--- src/rtl/pipe_stage_chain.sv ---
// Elastic chain of DEPTH pipeline stage registers with per-stage stall/flush,
// output backpressure, occupancy and saturating squash accounting.
module pipe_stage_chain #(
    parameter int unsigned WIDTH      = 32,
    parameter int unsigned DEPTH      = 4,
    parameter bit          FLUSH_ZERO = 1'b1
) (
    input  logic                     Clk,
    input  logic                     rst,
    input  logic                     in_valid,
    input  logic [WIDTH-1:0]         in_data,
    output logic                     in_ready,
    input  logic [DEPTH-1:0]         stall,
    input  logic [DEPTH-1:0]         flush,
    output logic                     out_valid,
    output logic [WIDTH-1:0]         out_data,
    input  logic                     out_ready,
    output logic [DEPTH-1:0]         stage_valid,
    output logic [DEPTH*WIDTH-1:0]   stage_data,
    output logic [$clog2(DEPTH+1)-1:0] occupancy,
    output logic [15:0]              squash_cnt
);
    localparam int unsigned OCC_W = $clog2(DEPTH + 1);

    logic [DEPTH-1:0] r_valid;
    logic [WIDTH-1:0] r_data [DEPTH];
    logic [15:0]      r_squash;

    logic [DEPTH-1:0] w_ready;
    logic [DEPTH-1:0] w_xfer;
    logic [WIDTH-1:0] w_src [DEPTH];
    logic [16:0]      w_squash_sum;
    logic [OCC_W-1:0] w_occ;

    // Ready ripples from the consumer backwards; a running accumulator keeps
    // each bit free of reads from its own vector.
    always_comb begin : ready_chain
        logic w_acc;
        w_acc   = out_ready;
        w_ready = '0;
        for (int unsigned k = 0; k < DEPTH; k++) begin
            w_acc = !stall[DEPTH-1-k] && (!r_valid[DEPTH-1-k] || w_acc);
            w_ready[DEPTH-1-k] = w_acc;
        end
    end

    for (genvar g = 0; g < DEPTH; g++) begin : g_stage
        if (g == 0) begin : g_head
            assign w_xfer[g] = in_valid;
            assign w_src[g]  = in_data;
        end else begin : g_link
            assign w_xfer[g] = r_valid[g-1] && !stall[g-1];
            assign w_src[g]  = r_data[g-1];
        end
        assign stage_data[g*WIDTH +: WIDTH] = r_data[g];
    end

    // A flushed stage destroys whatever it would have held after the edge:
    // the incoming entry when it is loading, otherwise its current entry.
    always_comb begin
        w_squash_sum = {1'b0, r_squash};
        w_occ        = '0;
        for (int unsigned k = 0; k < DEPTH; k++) begin
            if (flush[k] && (w_ready[k] ? w_xfer[k] : r_valid[k])) begin
                w_squash_sum = w_squash_sum + 17'd1;
            end
            w_occ = w_occ + OCC_W'(r_valid[k]);
        end
    end

    always_ff @(posedge Clk) begin
        if (!rst) begin
            r_valid  <= '0;
            r_squash <= '0;
            for (int unsigned k = 0; k < DEPTH; k++) begin
                r_data[k] <= '0;
            end
        end else begin
            for (int unsigned k = 0; k < DEPTH; k++) begin
                if (flush[k]) begin
                    r_valid[k] <= 1'b0;
                    if (FLUSH_ZERO) begin
                        r_data[k] <= '0;
                    end
                end else if (w_ready[k]) begin
                    r_valid[k] <= w_xfer[k];
                    r_data[k]  <= w_src[k];
                end
            end
            r_squash <= w_squash_sum[16] ? 16'hFFFF : w_squash_sum[15:0];
        end
    end

    assign in_ready    = w_ready[0];
    assign out_valid   = r_valid[DEPTH-1] && !stall[DEPTH-1];
    assign out_data    = r_data[DEPTH-1];
    assign stage_valid = r_valid;
    assign occupancy   = w_occ;
    assign squash_cnt  = r_squash;

endmodule
--- config.mk ---
export PLATFORM = sky130hd
export DESIGN_NAME = pipe_stage_chain
export DESIGN_NICKNAME = d
export VERILOG_FILES = /design/src/rtl/pipe_stage_chain.sv
export SDC_FILE = /design/constraint.sdc
export NUM_CORES = 1
export LEC_CHECK = 0
export CAP_MARGIN = 20
export CORE_AREA = 2 2 152 191
export CTS_BUF_LIST = sky130_fd_sc_hd__clkbuf_8
export CTS_CLUSTER_DIAMETER = 150
export DETAILED_ROUTE_END_ITERATION = 10
export DIE_AREA = 0 0 154 193
export GPL_TIMING_DRIVEN = 0
export PLACE_DENSITY = 0.6
export SLEW_MARGIN = 20
export SYNTH_ARGS = -nofsm -noshare
export SYNTH_HDL_FRONTEND = slang
export SYNTH_SLANG_ARGS = --single-unit
--- constraint.sdc ---
create_clock -name Clk -period 6.27 [get_ports Clk]
set_clock_uncertainty 0.05 [all_clocks]
set_input_delay 0.9405 -clock Clk [delete_from_list [all_inputs] [get_ports Clk]]
set_output_delay 0.9405 -clock Clk [all_outputs]
set_load 0.01 [all_outputs]
==> impl_metrics.env, run 1 <==
export IMPL_hpwl_um=18080
export IMPL_vias=6157
export IMPL_max_stage_delay_ns=0.57
export IMPL_tritoncts_num_buffers=17
export IMPL_criticalPathCategory="input pin to register"
export IMPL_slew_at_the_pin_closest_to_its_max_slew_limit_ns=0.9649
export IMPL_grt_pass1_vias=6149
export IMPL_crit_cells=18
export IMPL_antenna_found_initial=1
export IMPL_clk_pin_slew_worst_paths_ns=0.08
export IMPL_clockRootBuffer="sky130_fd_sc_hd__clkbuf_8"
export IMPL_p_leak_nw=4.035
export IMPL_cp_data_arrival_time_ns=6.18
export IMPL_die_height_um=193
export IMPL_synth_async_sr_flop_share_pct=0
export IMPL_synth_cell_type_count=87
export IMPL_port_buffer_count=228
export IMPL_cts_sink_count=148
export IMPL_gr_total_overflow=0
export IMPL_synth_main_ff_cell="sky130_fd_sc_hd__edfxtp_1"
export IMPL_crit_path_top_delay_cell="sky130_fd_sc_hd__or4_4"
export IMPL_core_rowCount=69
export IMPL_clock_path_buffers=2
export IMPL_reg2reg_depth=18
export IMPL_synth_seq_area_share_pct=52.90
export IMPL_finalWorstSetupSlack_ns=0.3640
export IMPL_routed_length_per_instance_um=16.87
export IMPL_powerDensity_nw_per_um2=188.6
export IMPL_die_area_sq_um=29720
export IMPL_detail_route_antenna_nets=0
export IMPL_total_nets_after_synthesis=750
export IMPL_finalMaxSlewViolations=0
export IMPL_finalCritPeriodShare_pct=94.19
export IMPL_post_cts_setup_buffer_count=0
export IMPL_crit_buf_inv=2
export IMPL_critical_path_top_delay_family="compound AO/OA/AOI/OAI gates"
export IMPL_critical_path_required_ns=6.54
export IMPL_unrepaired_setup_endpoints_after_global_routing="false"
export IMPL_max_clock_freq_ghz=0.1693
export IMPL_run_status="complete, no violations"
export IMPL_insertion_delay_ns=0.45
export IMPL_synth_seq_cells=148
export IMPL_crit_end_category="register"
export IMPL_tns_ns=0
export IMPL_finalSetupViolCount=0
export IMPL_syn_avg_cell_area_sq_um=11.48
export IMPL_ir_worst_vdd_mv=0.09980
export IMPL_via_per_inst=4.675
export IMPL_max_cap_violations=0
export IMPL_timing_hold_violations_final=0
export IMPL_detail_route_drc_violations=0
export IMPL_synthesis_area_sq_um=8023
export IMPL_hold_depth=1
export IMPL_initial_core_util_pct=28.59
export IMPL_synth_yosys_warnings=0
export IMPL_drt_iter0_markers=315
export IMPL_postRouteWirelength_um=22220
export IMPL_filler_cell_count=2741
export IMPL_layout_drive_gt1_share_pct=11.03
export IMPL_grt_start_max_net_pins=33
export IMPL_timing_critical_path_cells="clkdlybuf4s50_1 -> nor2b_1 -> o21ai_1 -> a21o_1 -> xnor2_1 -> ha_1 -> and2_1 -> o21ai_0 -> a21oi_2 -> o211ai_2 -> o21a_1 -> or4_4 -> o311a_1 -> a21oi_1 -> nor4_2 -> a31oi_2 -> buf_2 -> a21boi_0"
export IMPL_final_min_clock_period_ns=5.906
export IMPL_place_congestion=0.8471
export IMPL_cp_start_kind="input pin"
export IMPL_grt_util_all_layers_pct=14.81
export IMPL_floorplan_core_area_sq_um=28060
export IMPL_layout_area_overhead_vs_synth_pct=39.66
export IMPL_floorplan_die_width_um=154
export IMPL_synth_enable_flop_cells=128
export IMPL_crit_path_max_fanout=10
export IMPL_synth_cells=699
export IMPL_wire_length_of_the_first_global_routing_pass_um=33920
export IMPL_worst_slack_at_placement_ns=-0.1872
export IMPL_clock_tree_from_tritoncts="built"
export IMPL_final_nets=999
export IMPL_slew_headroom_pct=35.18
export IMPL_firstDrtPassIters=4
export IMPL_io_pin_count=229
export IMPL_layout_core_utilization_pct=39.93
export IMPL_type_of_the_worst_min_delay_path="register to register"
export IMPL_h_tree_depth=4
power by group:
| group | internal [mW] | switching (mW) | leakage, nW |
|---|---|---|---|
| clock | 0.350 | 0.372 | 0.195 |
| combinational | 0.146 | 0.114 | 2.19 |
| sequential | 1.11 | 0.0226 | 1.65 |
| total | 1.60 | 0.509 | 4.04 |
kinds of logic after synthesis:
group / synth area share (%)
simple gates: 22.22
flops: 52.90
compound gates: 12.51
buf+inv: 5.209
xor+xnor: 4.788
mux: 1.185
fa+ha+maj: 1.185
path summary, 6_finish.rpt:
| path | slack, ns | to | startpoint |
|---|---|---|---|
| max | 0.36 | squash_cnt[10] | in_valid |
| min | 0.50 | r_data[1][14] | r_data[0][14] |
| max reg2reg | 1.00 | squash_cnt[10] | stage_valid[2] |
| min reg2reg | 0.50 | r_data[1][14] | r_data[0][14] |
synthesized netlist by cell type (7+ instances only):
cell type,n,area [sq um]
sky130_fd_sc_hd__xor2_1,11,96.34
sky130_fd_sc_hd__o21ai_0,12,60.06
sky130_fd_sc_hd__nand3_1,17,85.08
sky130_fd_sc_hd__inv_1,9,33.78
sky130_fd_sc_hd__o211ai_1,7,52.55
sky130_fd_sc_hd__a21o_1,8,60.06
sky130_fd_sc_hd__a21boi_0,17,127.6
sky130_fd_sc_hd__nor3_1,14,70.07
sky130_fd_sc_hd__nand2_1,30,112.6
sky130_fd_sc_hd__xnor2_1,31,271.5
sky130_fd_sc_hd__edfxtp_1,128,3844
sky130_fd_sc_hd__buf_2,7,35.03
sky130_fd_sc_hd__clkbuf_1,18,67.56
sky130_fd_sc_hd__a21oi_1,18,90.09
sky130_fd_sc_hd__nand2b_1,12,75.07
sky130_fd_sc_hd__nor2_1,25,93.84
sky130_fd_sc_hd__buf_4,33,247.7
sky130_fd_sc_hd__and2_1,138,863.3
sky130_fd_sc_hd__dfxtp_1,20,400.4
sky130_fd_sc_hd__nand4_1,8,50.05
through the flow:
step	instances	total power [mW]	hold slack, ns	instance area [sq um]
floorplan	699	1.251	0.5344	8023
detailed placement	1284	1.416	0.4865	10820
CTS	1316	2.144	0.5013	11190
finish	1317	2.113	0.4983	11200
global route	1317	2.196	0.5113	11200
global placement	1282	1.411	0.4816	10750
registers in the layout, summed over array words and instances (netlist names):
name / cells
r_data: 128
squash_cnt: 16
stage_valid: 4
layout by cell type, fill, tap and decap left out, types with 7 or more instances in the layout:
| cell | Yosys | routed |
|---|---|---|
| sky130_fd_sc_hd__nand4_1 | 8 | 8 |
| sky130_fd_sc_hd__clkbuf_8 | 0 | 17 |
| sky130_fd_sc_hd__clkdlybuf4s50_1 | 0 | 228 |
| sky130_fd_sc_hd__inv_1 | 9 | 12 |
| sky130_fd_sc_hd__o21ai_0 | 12 | 12 |
| sky130_fd_sc_hd__a21oi_1 | 18 | 17 |
| sky130_fd_sc_hd__a21o_1 | 8 | 7 |
| sky130_fd_sc_hd__edfxtp_1 | 128 | 128 |
| sky130_fd_sc_hd__xnor2_1 | 31 | 31 |
| sky130_fd_sc_hd__nand2b_1 | 12 | 10 |
| sky130_fd_sc_hd__a21boi_0 | 17 | 17 |
| sky130_fd_sc_hd__buf_2 | 7 | 7 |
| sky130_fd_sc_hd__nand3_1 | 17 | 16 |
| sky130_fd_sc_hd__and2_1 | 138 | 138 |
| sky130_fd_sc_hd__buf_4 | 33 | 33 |
| sky130_fd_sc_hd__nand2_1 | 30 | 30 |
| sky130_fd_sc_hd__o211ai_1 | 7 | 7 |
| sky130_fd_sc_hd__dfxtp_1 | 20 | 20 |
| sky130_fd_sc_hd__nor2_1 | 25 | 25 |
| sky130_fd_sc_hd__nor3_1 | 14 | 14 |
| sky130_fd_sc_hd__clkbuf_1 | 18 | 18 |
| sky130_fd_sc_hd__xor2_1 | 11 | 11 |
final cells by class:
class	instances	area [sq um]	area share, %
clock buffer	17	234.0	2.088
multi-input combinational	481	3385	30.21
inverter	9	33.78	0.3015
buffer	61	384.1	3.428
tap	355	444.2	3.964
sequential	148	4244	37.88
clock inverter	15	140.1	1.251
antenna	1	2.502	0.02233
timing repair buffer	230	2337	20.86
what timing repair did:
item	CTS	global route
setup endpoints to repair	0	8
resized for setup	0	2
hold buffers	0	0
routing by layer:
metal  vias up  share of wire [%]  GRT usage [%]
met5         -                  0              0
met4         0                2.9          6.902
met3        31                5.5          3.107
met2       208                 56          28.98
met1      2899                 36          14.98
li1       3019                  -              -
Power figures use the tool's default switching activity.
==> inputs of run 2 (changes only) <==
--- a/config.mk
+++ b/config.mk
@@ -11,8 +11,9 @@
 export CTS_CLUSTER_DIAMETER = 150
 export DETAILED_ROUTE_END_ITERATION = 10
 export DIE_AREA = 0 0 154 193
+export DONT_BUFFER_PORTS = 1
 export GPL_TIMING_DRIVEN = 0
-export PLACE_DENSITY = 0.6
+export PLACE_DENSITY = 0.49
 export SLEW_MARGIN = 20
 export SYNTH_ARGS = -nofsm -noshare
 export SYNTH_HDL_FRONTEND = slang
==> constraint.sdc (replaced) <==
create_clock -name Clk -period 6.27 [get_ports Clk]
set_clock_uncertainty 0.05 [all_clocks]
set_input_delay 0.9405 -clock Clk [delete_from_list [all_inputs] [get_ports Clk]]
set_output_delay 0.9405 -clock Clk [all_outputs]
set_load 0.02 [all_outputs]
==> run 2 against run 1 <==
  * First-iteration DRC count down 31%
  * Critical path depth did not move
  * Register-to-register slack worse by 0.33 ns
  * Power shrank 4.1%
  * Sequential power increased by 6%
  * Wire length shrank 4.6%
  * Cell count shrank 17%
  * Hold slack better by 0.14 ns
  * Fmax rose by 5.4%
  * Core utilization is 8.1 points lower
  * Cell area decreased by 20%
  * Clock-buffer cell count stayed put
  * Highest routed layer unchanged
==> impl_metrics.env, run 2 (same netlist as run 1, synthesis figures left out) <==
export IMPL_h_tree_depth=4
export IMPL_post_cts_setup_buffer_count=0
export IMPL_detailed_place_area_sq_um=8561
export IMPL_finalWorstSetupSlack_ns=0.6660
export IMPL_hpwl_um=17070
export IMPL_place_congestion=0.8029
export IMPL_stdcell_count=1089
export IMPL_layout_cell_area_non_filler_sq_um=8934
export IMPL_cp_start_kind="register"
export IMPL_clock_path_buffers=2
export IMPL_max_clock_freq_ghz=0.1784
export IMPL_cts_sink_count=148
export IMPL_unrepaired_setup_endpoints_after_global_routing="false"
export IMPL_reg2reg_depth=18
export IMPL_routed_length_per_instance_um=19.46
export IMPL_critical_path_required_ns=6.54
export IMPL_antenna_found_initial=2
export IMPL_port_buffer_count=0
export IMPL_firstDrtPassIters=4
export IMPL_core_rowCount=69
export IMPL_crit_end_category="register"
export IMPL_max_cap_violations=0
export IMPL_io_pin_count=229
export IMPL_cp_data_arrival_time_ns=5.87
export IMPL_floorplan_core_area_sq_um=28060
export IMPL_slew_at_the_pin_closest_to_its_max_slew_limit_ns=1.103
export IMPL_run_status="complete, no violations"
export IMPL_layout_cells_most_common="sky130_fd_sc_hd__and2_1"
export IMPL_wire_length_of_the_first_global_routing_pass_um=31320
export IMPL_hp_start="in_data[21]"
export IMPL_vias=5322
export IMPL_min_to="r_data[0][21]"
export IMPL_p_leak_nw=3.215
export IMPL_clockRootBuffer="sky130_fd_sc_hd__clkbuf_8"
export IMPL_grt_pass1_vias=5162
export IMPL_criticalPathCategory="register to register"
export IMPL_powerDensity_nw_per_um2=226.8
export IMPL_layout_drive_gt1_share_pct=14.75
export IMPL_finalMaxSlewViolations=0
export IMPL_r2r_setup_slack_ns=0.67
export IMPL_timing_hold_violations_final=0
export IMPL_floorplan_die_width_um=154
export IMPL_grt_util_all_layers_pct=14.02
export IMPL_crit_path_max_fanout=10
export IMPL_regMostFlops="r_data"
export IMPL_most_common_layout_cells="138 x sky130_fd_sc_hd__and2_1, 128 x sky130_fd_sc_hd__edfxtp_1, 33 x sky130_fd_sc_hd__buf_4"
export IMPL_finalCritPeriodShare_pct=89.38
export IMPL_critical_path_reg2reg_startpoint="stage_valid[2]"
export IMPL_tns_ns=0
export IMPL_die_area_sq_um=29720
export IMPL_initial_core_util_pct=28.59
export IMPL_tritoncts_num_buffers=17
export IMPL_final_hold_worst_slack_ns=0.6379
export IMPL_worst_slack_at_placement_ns=0.2124
export IMPL_insertion_delay_ns=0.44
export IMPL_type_of_the_worst_min_delay_path="input pin to register"
export IMPL_postRouteWirelength_um=21190
export IMPL_ir_worst_vdd_mv=0.09880
export IMPL_drt_iter0_markers=218
export IMPL_via_per_inst=4.887
export IMPL_detail_route_drc_violations=0
export IMPL_hold_depth=1
export IMPL_largest_register_ff_count=128
export IMPL_final_min_clock_period_ns=5.604
export IMPL_slew_headroom_pct=25.92
export IMPL_gr_total_overflow=0
export IMPL_cts_hold_buf=0
export IMPL_detail_route_antenna_nets=0
export IMPL_clk_pin_slew_worst_paths_ns=0.09
export IMPL_grt_start_max_net_pins=33
export IMPL_cts_repair_resized=0
export IMPL_layout_area_overhead_vs_synth_pct=11.35
export IMPL_final_nets=772
export IMPL_finalSetupViolCount=0
export IMPL_clock_tree_from_tritoncts="built"
export IMPL_die_height_um=193
export IMPL_worstReg2RegEnd="squash_cnt[10]"
export IMPL_dp_cells=1057
[run 2: cell count changes in the layout (fill, tap and decap cells not counted), moves of 2 or more]
cell	delta
sky130_fd_sc_hd__clkdlybuf4s50_1	-228
sky130_fd_sc_hd__clkinv_1	-2
sky130_fd_sc_hd__clkinvlp_4	+2
sky130_fd_sc_hd__inv_1	-2
[run 2: area by class of cell]
cell class | count | area (sq um)
multi-input cells | 481 | 3372
inverters | 9 | 33.78
clock buffers | 17 | 234.0
flip-flops and latches | 148 | 4244
well taps | 355 | 444.2
fillers | 2810 | 19120
clock inverters | 13 | 133.9
plain buffers | 61 | 384.1
diodes | 2 | 5.005
repair buffers | 3 | 82.58
[run 2: metal layers]
layer | wire [um] | track usage (%) | up-vias
li1 | - | - | 2561
met1 | 7285 | 13.58 | 2547
met2 | 11820 | 27.56 | 190
met3 | 1624 | 4.515 | 24
met4 | 464 | 5.248 | 0
met5 | 0 | 0 | -
[run 2: through the flow]
step	utilization (%)	power (mW)
6_report	31.84	2.026
5_1_grt	31.84	2.103
4_1_cts	31.82	2.057
3_5_place_dp	30.51	1.337
3_3_place_gp	30.18	1.332
2_1_floorplan	-	1.292
[run 2: how the worst max path moves through the flow]
stage                   startpoint        endpoint  slack [ns]
floorplan                out_ready  squash_cnt[15]        1.22
global placement         out_ready  squash_cnt[10]        0.21
detailed placement       out_ready  squash_cnt[10]        0.21
CTS                 stage_valid[2]  squash_cnt[10]        0.60
global route        stage_valid[2]   squash_cnt[8]        0.37
finish              stage_valid[2]  squash_cnt[10]        0.67
[run 2: report_power, final]
| part | leakage, nW | switching [mW] | internal, mW |
|---|---|---|---|
| Combinational | 1.39 | 0.0716 | 0.0423 |
| Clock | 0.179 | 0.368 | 0.348 |
| Sequential | 1.65 | 0.0851 | 1.11 |
[run 2: worst max-delay path, cell delays in order, from the launching register on]
cell and delay, ns:
sky130_fd_sc_hd__dfxtp_1 0.59, sky130_fd_sc_hd__o21a_1 0.22, sky130_fd_sc_hd__o21ai_1 0.10, sky130_fd_sc_hd__buf_4 0.20, sky130_fd_sc_hd__a21oi_4 0.27, sky130_fd_sc_hd__mux2_2 0.22
sky130_fd_sc_hd__ha_1 0.28, sky130_fd_sc_hd__and2_1 0.17, sky130_fd_sc_hd__o21ai_0 0.23, sky130_fd_sc_hd__a21oi_1 0.42, sky130_fd_sc_hd__o211ai_2 0.26, sky130_fd_sc_hd__o21a_1 0.27
sky130_fd_sc_hd__or4_4 0.57, sky130_fd_sc_hd__o311a_1 0.35, sky130_fd_sc_hd__a21oi_1 0.26, sky130_fd_sc_hd__nor4_2 0.11, sky130_fd_sc_hd__a31oi_2 0.44, sky130_fd_sc_hd__buf_2 0.32
sky130_fd_sc_hd__a21boi_0 0.13
==> inputs of run 3 (changes only) <==
--- a/config.mk
+++ b/config.mk
@@ -14,7 +14,6 @@
 export DONT_BUFFER_PORTS = 1
 export GPL_TIMING_DRIVEN = 0
 export PLACE_DENSITY = 0.49
-export SLEW_MARGIN = 20
 export SYNTH_ARGS = -nofsm -noshare
 export SYNTH_HDL_FRONTEND = slang
 export SYNTH_SLANG_ARGS = --single-unit
==> run 3 against run 2 <==
  * Cell count unchanged
  * Critical path depth unchanged
  * Combinational power about the same
  * Sequential share of layout area rose by 0.14 points
  * Clock-buffer cell count stayed put
  * Power hardly changed
  * Clock power about the same
  * Die area is the same
  * Critical endpoint is now squash_cnt[11]
==> impl_metrics.env, run 3 (same netlist as run 1, synthesis figures left out) <==
export IMPL_run_status="complete, no violations"
export IMPL_clock_tree_from_tritoncts="built"
export IMPL_crit_cells=18
export IMPL_h_tree_depth=4
export IMPL_crit_path_top_delay_cell="sky130_fd_sc_hd__dfxtp_1"
export IMPL_floorplan_core_area_sq_um=28060
export IMPL_clock_path_buffers=2
export IMPL_grt_start_max_net_pins=33
export IMPL_globalRoute_busiestLayer="met2"
export IMPL_grt_pass1_vias=5213
export IMPL_detail_route_antenna_nets=0
export IMPL_powerDensity_nw_per_um2=227.5
export IMPL_regMostFlops="r_data"
export IMPL_gr_total_overflow=0
export IMPL_layout_drive_gt1_share_pct=14.34
export IMPL_slew_headroom_pct=37.05
export IMPL_max_stage_delay_ns=0.59
export IMPL_hold_depth=3
export IMPL_layout_cells_most_common="sky130_fd_sc_hd__and2_1"
export IMPL_port_buffer_count=0
export IMPL_initial_core_util_pct=28.59
export IMPL_type_of_the_worst_min_delay_path="input pin to register"
export IMPL_critical_path_top_delay_family="compound AO/OA/AOI/OAI gates"
export IMPL_layout_area_overhead_vs_synth_pct=11.03
export IMPL_vias=5336
export IMPL_wire_length_of_the_first_global_routing_pass_um=31170
export IMPL_cts_sink_count=148
export IMPL_max_cap_violations=0
export IMPL_slew_at_the_pin_closest_to_its_max_slew_limit_ns=0.9364
export IMPL_criticalPathCategory="register to register"
export IMPL_detail_route_drc_violations=0
export IMPL_tritoncts_num_buffers=17
export IMPL_insertion_delay_ns=0.45
export IMPL_firstDrtPassIters=4
export IMPL_cp_start_kind="register"
export IMPL_critical_path_required_ns=6.54
export IMPL_sequential_cell_area_sq_um=4244
export IMPL_unrepaired_setup_endpoints_after_global_routing="false"
export IMPL_clockRootBuffer="sky130_fd_sc_hd__clkbuf_8"
export IMPL_antenna_found_initial=2
export IMPL_global_route_usage_met2_pct=27.41
export IMPL_crit_buf_inv=2
export IMPL_crit_path_max_fanout=10
export IMPL_timing_hold_violations_final=0
export IMPL_grt_util_all_layers_pct=13.96
export IMPL_hpwl_um=17020
export IMPL_postRouteWirelength_um=21220
export IMPL_routed_length_per_instance_um=19.48
export IMPL_crit_end_category="register"
export IMPL_p_leak_nw=3.204
export IMPL_met1_usage_pct=13.20
export IMPL_footprint_of_the_multi_input_gates_sq_um=3371
export IMPL_cts_repair_resized=0
export IMPL_worstReg2RegEnd="squash_cnt[11]"
export IMPL_die_area_sq_um=29720
export IMPL_cp_data_arrival_time_ns=5.87
export IMPL_max_clock_freq_ghz=0.1786
export IMPL_die_height_um=193
export IMPL_min_to="stage_valid[0]"
export IMPL_floorplan_die_width_um=154
export IMPL_cts_hold_buf=0
export IMPL_timing_critical_path_cells="o21a_1 -> o21ai_1 -> buf_4 -> a21oi_4 -> mux2_2 -> ha_1 -> and2_1 -> o21ai_0 -> a21oi_1 -> o211ai_2 -> o21a_1 -> or4_4 -> o311a_1 -> a21oi_1 -> nor4_2 -> a31oi_2 -> buf_2 -> a21boi_0"
export IMPL_place_congestion=0.8029
export IMPL_r2r_setup_slack_ns=0.67
export IMPL_post_cts_setup_buffer_count=0
export IMPL_io_pin_count=229
export IMPL_finalSetupViolCount=0
export IMPL_crit_path_start="stage_valid[2]"
export IMPL_finalCritPeriodShare_pct=89.29
export IMPL_via_per_inst=4.900
export IMPL_finalWorstSetupSlack_ns=0.6714
export IMPL_final_nets=771
export IMPL_clk_pin_slew_worst_paths_ns=0.09
export IMPL_most_common_layout_cells="138 x sky130_fd_sc_hd__and2_1, 128 x sky130_fd_sc_hd__edfxtp_1, 33 x sky130_fd_sc_hd__buf_4"
export IMPL_tns_ns=0
export IMPL_hp_start="flush[0]"
export IMPL_final_min_clock_period_ns=5.599
export IMPL_reg2reg_depth=18
export IMPL_core_rowCount=69
export IMPL_critical_path_reg2reg_startpoint="stage_valid[2]"
export IMPL_worst_slack_at_placement_ns=0.2131
export IMPL_finalMaxSlewViolations=0
export IMPL_drt_iter0_markers=260
export IMPL_ir_worst_vdd_mv=0.09442
export IMPL_largest_register_ff_count=128
export IMPL_use_met3_pct=4.359
export IMPL_filler_cell_count=2836
[run 3: worst min-delay path, cell delays in order]
cell and delay, ns:
sky130_fd_sc_hd__inv_1 0.03, sky130_fd_sc_hd__nand2_1 0.07, sky130_fd_sc_hd__nor2_1 0.04
[run 3: cell type report]
cell class	count	share of cell area, %
Tap cell	355	4.987
Multi-Input combinational cell	481	37.84
Clock inverter	14	1.531
Inverter	9	0.3793
Timing Repair Buffer	2	0.6181
Buffer	61	4.312
Antenna cell	2	0.05619
Clock buffer	17	2.627
Sequential cell	148	47.65
[run 3: per-stage QoR]
| stage | power (mW) | hold slack, ns | utilization, % | std cells | cell area, sq um |
|---|---|---|---|---|---|
| floorplan | 1.292 | 0.5881 | - | 699 | 8023 |
| global placement | 1.332 | 0.6520 | 30.18 | 1054 | 8467 |
| detailed placement | 1.335 | 0.6535 | 30.41 | 1056 | 8532 |
| CTS | 2.060 | 0.5694 | 31.73 | 1087 | 8902 |
| global route | 2.105 | 0.5940 | 31.74 | 1088 | 8905 |
| finish | 2.027 | 0.6168 | 31.75 | 1089 | 8907 |
[run 3: worst max-delay path by stage]
stage                          end  slack [ns]
floorplan           squash_cnt[15]        1.22
global placement    squash_cnt[10]        0.21
detailed placement  squash_cnt[10]        0.21
CTS                 squash_cnt[10]        0.59
global route        squash_cnt[10]        0.40
finish              squash_cnt[11]        0.67
[run 3: power by group]
group	leakage, nW	switching [mW]	internal [mW]	total, mW
registers	1.65	0.0855	1.11	1.20
logic	1.37	0.0712	0.0409	0.112
clock network	0.182	0.370	0.348	0.718
[run 3: routing by layer]
metal	vias up	routed length, um
met3	32	1531
met4	2	584
li1	2566	-
met1	2545	7329
met5	-	13
met2	191	11760
